==> config.mk <==
export PLATFORM = sky130hd
export DESIGN_NAME = vga_sprite_blit
export DESIGN_NICKNAME = d
export VERILOG_FILES = /design/src/rtl/vga_pkg.sv /design/src/rtl/vga_delay_line.sv /design/src/rtl/vga_sprite_blit.sv
export SDC_FILE = /design/constraint.sdc
export NUM_CORES = 1
export LEC_CHECK = 0
export ABC_AREA = 1
export BUFFER_PORTS_ARGS = -buffer_cell sky130_fd_sc_hd__buf_4
export CAP_MARGIN = 20
export CORE_ASPECT_RATIO = 2
export CORE_MARGIN = 3
export CORE_UTILIZATION = 50
export CTS_BUF_LIST = sky130_fd_sc_hd__clkbuf_4 sky130_fd_sc_hd__clkbuf_8
export DETAILED_ROUTE_END_ITERATION = 7
export GPL_TIMING_DRIVEN = 0
export PLACE_DENSITY = 0.73
export SLEW_MARGIN = 20
export SYNTH_ARGS = -nofsm -noshare
export SYNTH_HDL_FRONTEND = slang
export SYNTH_SLANG_ARGS = --single-unit
export TNS_END_PERCENT = 1
==> constraint.sdc <==
create_clock -name pclk -period 9.3 [get_ports pclk]
set_input_delay 0.93 -clock pclk [delete_from_list [all_inputs] [get_ports pclk]]
set_output_delay 0.93 -clock pclk [all_outputs]
set_load 0.01 [all_outputs]
==> src/rtl/vga_pkg.sv <==
// Shared defaults and scale-select encoding for the VGA pixel-path blocks.
package vga_pkg;

    localparam int DW_DEF = 16;
    localparam int CW_DEF = 10;

    typedef enum logic [1:0] {
        SCALE_X1   = 2'd0,
        SCALE_X2   = 2'd1,
        SCALE_X4   = 2'd2,
        SCALE_RSVD = 2'd3
    } scale_e;

    // Reserved encoding falls back to x1.
    function automatic logic [1:0] scale_shift(input logic [1:0] sel);
        case (scale_e'(sel))
            SCALE_X2: return 2'd1;
            SCALE_X4: return 2'd2;
            default:  return 2'd0;
        endcase
    endfunction

endpackage

==> src/rtl/vga_delay_line.sv <==
// Fixed-depth shift register used to align side-band signals with ROM read data.
module vga_delay_line #(
    parameter int DEPTH = 2,
    parameter int WIDTH = 1
) (
    input  logic             pclk,
    input  logic             rst_n,
    input  logic [WIDTH-1:0] din,
    output logic [WIDTH-1:0] dout
);

    logic [DEPTH-1:0][WIDTH-1:0] pipe_q, pipe_d;

    always_comb begin
        pipe_d[0] = din;
        for (int i = 1; i < DEPTH; i++) begin
            pipe_d[i] = pipe_q[i-1];
        end
    end

    // NOTE: every stage is reset so a reset mid-line flushes in-flight de/win bits.
    always_ff @(posedge pclk) begin
        if (!rst_n) begin
            pipe_q <= '0;
        end else begin
            pipe_q <= pipe_d;
        end
    end

    assign dout = pipe_q[DEPTH-1];

endmodule

==> src/rtl/vga_sprite_blit.sv <==
// Places a ROM image at a per-frame position with x1/x2/x4 scaling on the VGA pixel path.
// Define SPRITE_COLORKEY_EN to make ROM words equal to KEY transparent.
module vga_sprite_blit
    import vga_pkg::*;
#(
    parameter int IMG_W   = 90,
    parameter int IMG_H   = 50,
    parameter int AW      = 13,
    parameter int DW      = DW_DEF,
    parameter int CW      = CW_DEF,
    parameter int ROM_LAT = 1
`ifdef SPRITE_COLORKEY_EN
    ,
    parameter logic [DW-1:0] KEY = 16'hF81F
`endif
) (
    input  logic          pclk,
    input  logic          rst_n,
    input  logic          de,
    input  logic [CW-1:0] x,
    input  logic [CW-1:0] y,
    input  logic          frame_start,
    input  logic [CW-1:0] pos_x,
    input  logic [CW-1:0] pos_y,
    input  logic [1:0]    scale_sel,
    input  logic [DW-1:0] bg_rgb,
    output logic [AW-1:0] rom_addr,
    input  logic [DW-1:0] rom_q,
    output logic [DW-1:0] data_rgb,
    output logic          de_out,
    output logic          in_sprite
);

    localparam int XW  = CW + 3;
    localparam int CLW = $clog2(IMG_W);
    localparam logic [CLW-1:0] COL_LAST = CLW'(IMG_W - 1);
    localparam logic [AW-1:0]  ROW_LAST = AW'((IMG_H - 1) * IMG_W);
    localparam logic [AW-1:0]  ROW_STEP = AW'(IMG_W);

    logic           valid_q, valid_d;
    logic [CW-1:0]  px_q, px_d, py_q, py_d;
    logic [1:0]     sh_q, sh_d;
    logic [AW-1:0]  row_base_q, row_base_d;
    logic [CLW-1:0] col_q, col_d;
    logic [1:0]     hsub_q, hsub_d, vsub_q, vsub_d;
    logic           de_prev_q, de_prev_d;
    logic           line_win_q, line_win_d;
    logic [AW-1:0]  rom_addr_q, rom_addr_d;
    logic [DW-1:0]  data_rgb_q, data_rgb_d;
    logic           de_out_q, de_out_d;
    logic           in_sprite_q, in_sprite_d;

    logic [XW-1:0]  wx_end, wy_end;
    logic [1:0]     sub_last;
    logic           win, line_end;
    logic           d_de, d_win, sprite_px;

    // Window bounds are widened so a sprite hanging off the screen edge cannot wrap.
    always_comb begin
        wx_end   = XW'(px_q) + (XW'(IMG_W) << sh_q) - XW'(1);
        wy_end   = XW'(py_q) + (XW'(IMG_H) << sh_q) - XW'(1);
        sub_last = 2'((3'd1 << sh_q) - 3'd1);
        win      = valid_q && de && !frame_start
                && (XW'(x) >= XW'(px_q)) && (XW'(x) <= wx_end)
                && (XW'(y) >= XW'(py_q)) && (XW'(y) <= wy_end);
        line_end = de_prev_q && !de && line_win_q;
    end

    // NOTE: every *_d gets its hold value first so no branch can infer a latch.
    always_comb begin
        valid_d    = valid_q;
        px_d       = px_q;
        py_d       = py_q;
        sh_d       = sh_q;
        row_base_d = row_base_q;
        col_d      = col_q;
        hsub_d     = hsub_q;
        vsub_d     = vsub_q;
        line_win_d = line_win_q;
        rom_addr_d = rom_addr_q;
        de_prev_d  = de;

        if (frame_start) begin
            valid_d    = 1'b1;
            px_d       = pos_x;
            py_d       = pos_y;
            sh_d       = scale_shift(scale_sel);
            row_base_d = '0;
            col_d      = '0;
            hsub_d     = '0;
            vsub_d     = '0;
            line_win_d = 1'b0;
        end else if (line_end) begin
            // Column restarts from 0 every line, so a clipped right edge never skews the stride.
            col_d      = '0;
            hsub_d     = '0;
            line_win_d = 1'b0;
            if (vsub_q == sub_last) begin
                vsub_d = '0;
                if (row_base_q != ROW_LAST) row_base_d = row_base_q + ROW_STEP;
            end else begin
                vsub_d = vsub_q + 2'd1;
            end
        end else if (win) begin
            line_win_d = 1'b1;
            rom_addr_d = row_base_q + AW'(col_q);
            if (hsub_q == sub_last) begin
                hsub_d = '0;
                if (col_q != COL_LAST) col_d = col_q + CLW'(1);
            end else begin
                hsub_d = hsub_q + 2'd1;
            end
        end
    end

    vga_delay_line #(
        .DEPTH(1 + ROM_LAT),
        .WIDTH(2)
    ) u_align (
        .pclk (pclk),
        .rst_n(rst_n),
        .din  ({de, win}),
        .dout ({d_de, d_win})
    );

`ifdef SPRITE_COLORKEY_EN
    assign sprite_px = d_win && (rom_q != KEY);
`else
    assign sprite_px = d_win;
`endif

    always_comb begin
        data_rgb_d  = '0;
        in_sprite_d = 1'b0;
        de_out_d    = d_de;
        if (d_de) begin
            data_rgb_d  = sprite_px ? rom_q : bg_rgb;
            in_sprite_d = sprite_px;
        end
    end

    // NOTE: state flops take non-blocking assignments only; all next-state logic lives above.
    always_ff @(posedge pclk) begin
        if (!rst_n) begin
            valid_q     <= 1'b0;
            px_q        <= '0;
            py_q        <= '0;
            sh_q        <= '0;
            row_base_q  <= '0;
            col_q       <= '0;
            hsub_q      <= '0;
            vsub_q      <= '0;
            de_prev_q   <= 1'b0;
            line_win_q  <= 1'b0;
            rom_addr_q  <= '0;
            data_rgb_q  <= '0;
            de_out_q    <= 1'b0;
            in_sprite_q <= 1'b0;
        end else begin
            valid_q     <= valid_d;
            px_q        <= px_d;
            py_q        <= py_d;
            sh_q        <= sh_d;
            row_base_q  <= row_base_d;
            col_q       <= col_d;
            hsub_q      <= hsub_d;
            vsub_q      <= vsub_d;
            de_prev_q   <= de_prev_d;
            line_win_q  <= line_win_d;
            rom_addr_q  <= rom_addr_d;
            data_rgb_q  <= data_rgb_d;
            de_out_q    <= de_out_d;
            in_sprite_q <= in_sprite_d;
        end
    end

    assign rom_addr  = rom_addr_q;
    assign data_rgb  = data_rgb_q;
    assign de_out    = de_out_q;
    assign in_sprite = in_sprite_q;

endmodule

==> results by group <==
Status
  • Status: complete, no violations

GRT
  • Antenna violations before repair: 0
  • First-pass GRT wire length: 23.4 mm
  • Vias in the first global route: 5195
  • Pin count of the biggest net entering global routing: 16
  • Gr usage total: 23.6%
  • Overflow after GRT: 0

Placed design
  • Hpwl dp: 12.8 mm
  • RD Place Congestion: 0.905
  • DP Area: 0.00682 mm^2
  • Port Buf Inserts: 108

Logic synthesis
  • Top_reg_cell synth: dfxtp_1
  • Asr flop ratio synth: 0%
  • Gate Count Post-Synth: 819
  • Synth cell types: 41
  • Mapped Area: 0.00583 mm^2
  • Ys Warns: 0
  • Share of the yosys chip area belonging to registers: 28.2%
  • Syn_nets: 988
  • Synthesized flop and latch total: 82
  • EDFF count, synth: 0
  • Mean post-synth cell area: 7.11 um^2

Clocking
  • Sink Count: 82
  • Number of post-CTS setup repair buffers: 0
  • Clk root buf: clkbuf_8
  • Post-CTS sizing: 0
  • CTS clock-pin slew for the worst setup and hold paths: 0.09 ns
  • # hold bufs at CTS: 0
  • Clk Latency, worst-skew pair: 0.37 ns
  • Htree depth: 3
  • Num CTS Buffers: 9
  • Clk buf depth: 2
  • CTS tree: yes

Finish
  • Filler cells: 1110
  • Layout cell share with drive strength beyond 1: 15.4%
  • Nets: 1107
  • Post-route cell area: 0.00702 mm^2
  • Ant. Diodes: 0
  • Syn-to-layout area delta: 20.5%

Flow run
  • Max-cap violation count: 0

Setup path
  • Crit end category: register
  • Crit start category: register
  • Critical path class: reg -> reg
  • Required @ worst endpoint: 9.56 ns
  • Crit Path Max Fanout: 9
  • Worst EP arrival: 4.77 ns

Routing
  • Average via count per standard cell: 5.14
  • Drt total wl: 15.4 mm
  • Residual DRC: 0
  • DRT antenna net count: 0
  • Post-DR wirelength/cell: 14.2 um
  • Pre-Repair DR Iteration Count: 4
  • Vias: 5577
  • 1st-iter DRT viols: 213

Timing
  • Hold Fails Final Rpt: 0
  • Clock skew: 0.0160 ns
  • Worst Max-Slew Pin Slew: 0.597 ns
  • RSZ-0062 raised after global routing: false
  • Period minus WS final: 4.52 ns
  • Fin crit share: 48.6%
  • Slew Limit Fails: 0
  • # setup viols final: 0
  • Highest clock rate: 221 MHz
  • Fin Setup TNS: 0 ns
  • Slew margin rel.: 60.2%

Die
  • Starting Density: 51.3%
  • Die area: 0.0131 mm^2
  • Die X: 82.3 um
  • Io pins: 109
  • Core area: 0.0114 mm^2
  • Die height: 159 um
  • Row count: 55

Power and ir drop
  • Max VDD drop: 0.103 mV
  • Pleak: 3.48 nW
  • Pwr dens: 134 mW/mm^2
  • Total power: 0.943 mW

Hold path
  • Hold Path Class: reg -> reg
-- sequential cells by signal, summed over array words and instances, names as in the netlist --
| register | cells |
|---|---|
| u_align.pipe_d | 1 |
| in_sprite | 1 |
| u_align.dout | 2 |
| py_q | 10 |
| de_prev_q | 1 |
| row_base_q | 12 |
| valid_q | 1 |
| line_win_q | 1 |
| sh_q | 2 |
| de_out | 1 |
| data_rgb | 16 |
| rom_addr | 13 |
| px_q | 10 |
| hsub_q | 2 |
| col_q | 7 |
| vsub_q | 2 |
-- kinds of logic (layout without fill, tap and decap cells) --
kind of cell             Yosys count  after routing  synth area share [%]
AND/OR/NAND/NOR                  319            319                  24.0
buffers and inverters            156            280                  10.4
XOR/XNOR                          30             30                  4.51
AO/OA/AOI/OAI                    141            141                  13.0
flip-flops                        82             82                  28.2
adder cells (fa/ha/maj)           91             91                  19.9
-- synthesized netlist by cell type, types with 3 or more instances --
library cell / instances / share of area [%]
o211ai_1: 3 / 0.39
a21oi_1: 67 / 5.8
a21o_1: 3 / 0.39
xnor2_1: 9 / 1.4
xor2_1: 21 / 3.2
fa_1: 3 / 1.0
a31oi_1: 7 / 0.75
nand4_1: 12 / 1.3
o21a_1: 4 / 0.52
o21ai_1: 7 / 0.60
dfxtp_1: 82 / 28
ha_1: 88 / 19
nor4_1: 3 / 0.32
nand3_1: 46 / 4.0
o21ai_0: 45 / 3.9
inv_1: 136 / 8.8
nor3_1: 10 / 0.86
nand2_1: 178 / 11
clkbuf_1: 12 / 0.77
nor2_1: 54 / 3.5
-- final cells by class --
cell class	instances	area [um^2]	share of cell area [%]
clock inverters	6	71.3	1.02
plain buffers	17	82.6	1.18
repair buffers	108	811	11.5
multi-input cells	581	3580	50.9
clock buffers	10	138	1.96
flip-flops and latches	82	1640	23.4
inverters	139	524	7.46
well taps	142	178	2.53
-- worst paths after layout --
| check | from | to | slack [ns] | cells past startpoint |
|---|---|---|---|---|
| max | sh_q[0] | col_q[4] | 4.78 | 25 |
| min | u_align.pipe_d[2] | u_align.dout[0] | 0.43 | 2 |
| min reg2reg | u_align.pipe_d[2] | u_align.dout[0] | 0.43 | 2 |
| max reg2reg | sh_q[0] | col_q[4] | 4.78 | 25 |
-- per-stage QoR --
stage	worst slack, ns	hold slack (ns)	util (%)	std cells
3_5_place_dp	4.79	0.404	60.0	1069
3_3_place_gp	4.86	0.393	60.0	1069
2_1_floorplan	5.66	0.390	-	819
4_1_cts	4.78	0.435	61.9	1085
6_report	4.78	0.428	61.9	1085
5_1_grt	4.44	0.452	61.9	1085
-- worst max-delay path: stages, from the launching register on --
cell	delay (ns)
dfxtp_1	0.35
inv_1	0.18
ha_1	0.33
inv_2	0.13
ha_1	0.28
inv_1	0.06
ha_1	0.23
inv_1	0.08
fa_1	0.42
inv_1	0.10
a31oi_1	0.10
o21ai_0	0.33
a31oi_1	0.15
xor2_1	0.17
ha_1	0.32
nand2_1	0.06
nor3_1	0.20
nand2_1	0.08
nand2_1	0.07
inv_1	0.04
nand3_2	0.11
nand2_4	0.08
nor2_8	0.16
nand2_1	0.12
o21ai_0	0.19
nor2_1	0.07
-- placed cells by master (no fill, tap or decap), types with 3 or more instances in the layout --
cell        n
clkbuf_8   10
xnor2_1     9
a21o_1      3
o21a_1      4
a31oi_1     7
clkbuf_1   12
inv_1     136
buf_4     108
a21oi_1    67
nor4_1      3
fa_1        3
nand4_1    12
o211ai_1    3
nor3_1     10
o21ai_1     7
nor2_1     54
nand2_1   178
o21ai_0    45
nand3_1    46
xor2_1     21
dfxtp_1    82
ha_1       88
-- routing by layer --
layer,GRT usage [%],vias up,share of wire [%]
met5,0,-,0
met4,9.35,0,3.0
met3,2.94,28,2.1
met2,47.8,88,59
met1,22.5,2567,36
li1,-,2894,-
-- power breakdown --
part / internal, mW / switching [mW]
Combinational: 0.126 / 0.172
Clock: 0.135 / 0.144
Sequential: 0.362 / 0.00444
Note: power is estimated with default switching activity, not from simulation.
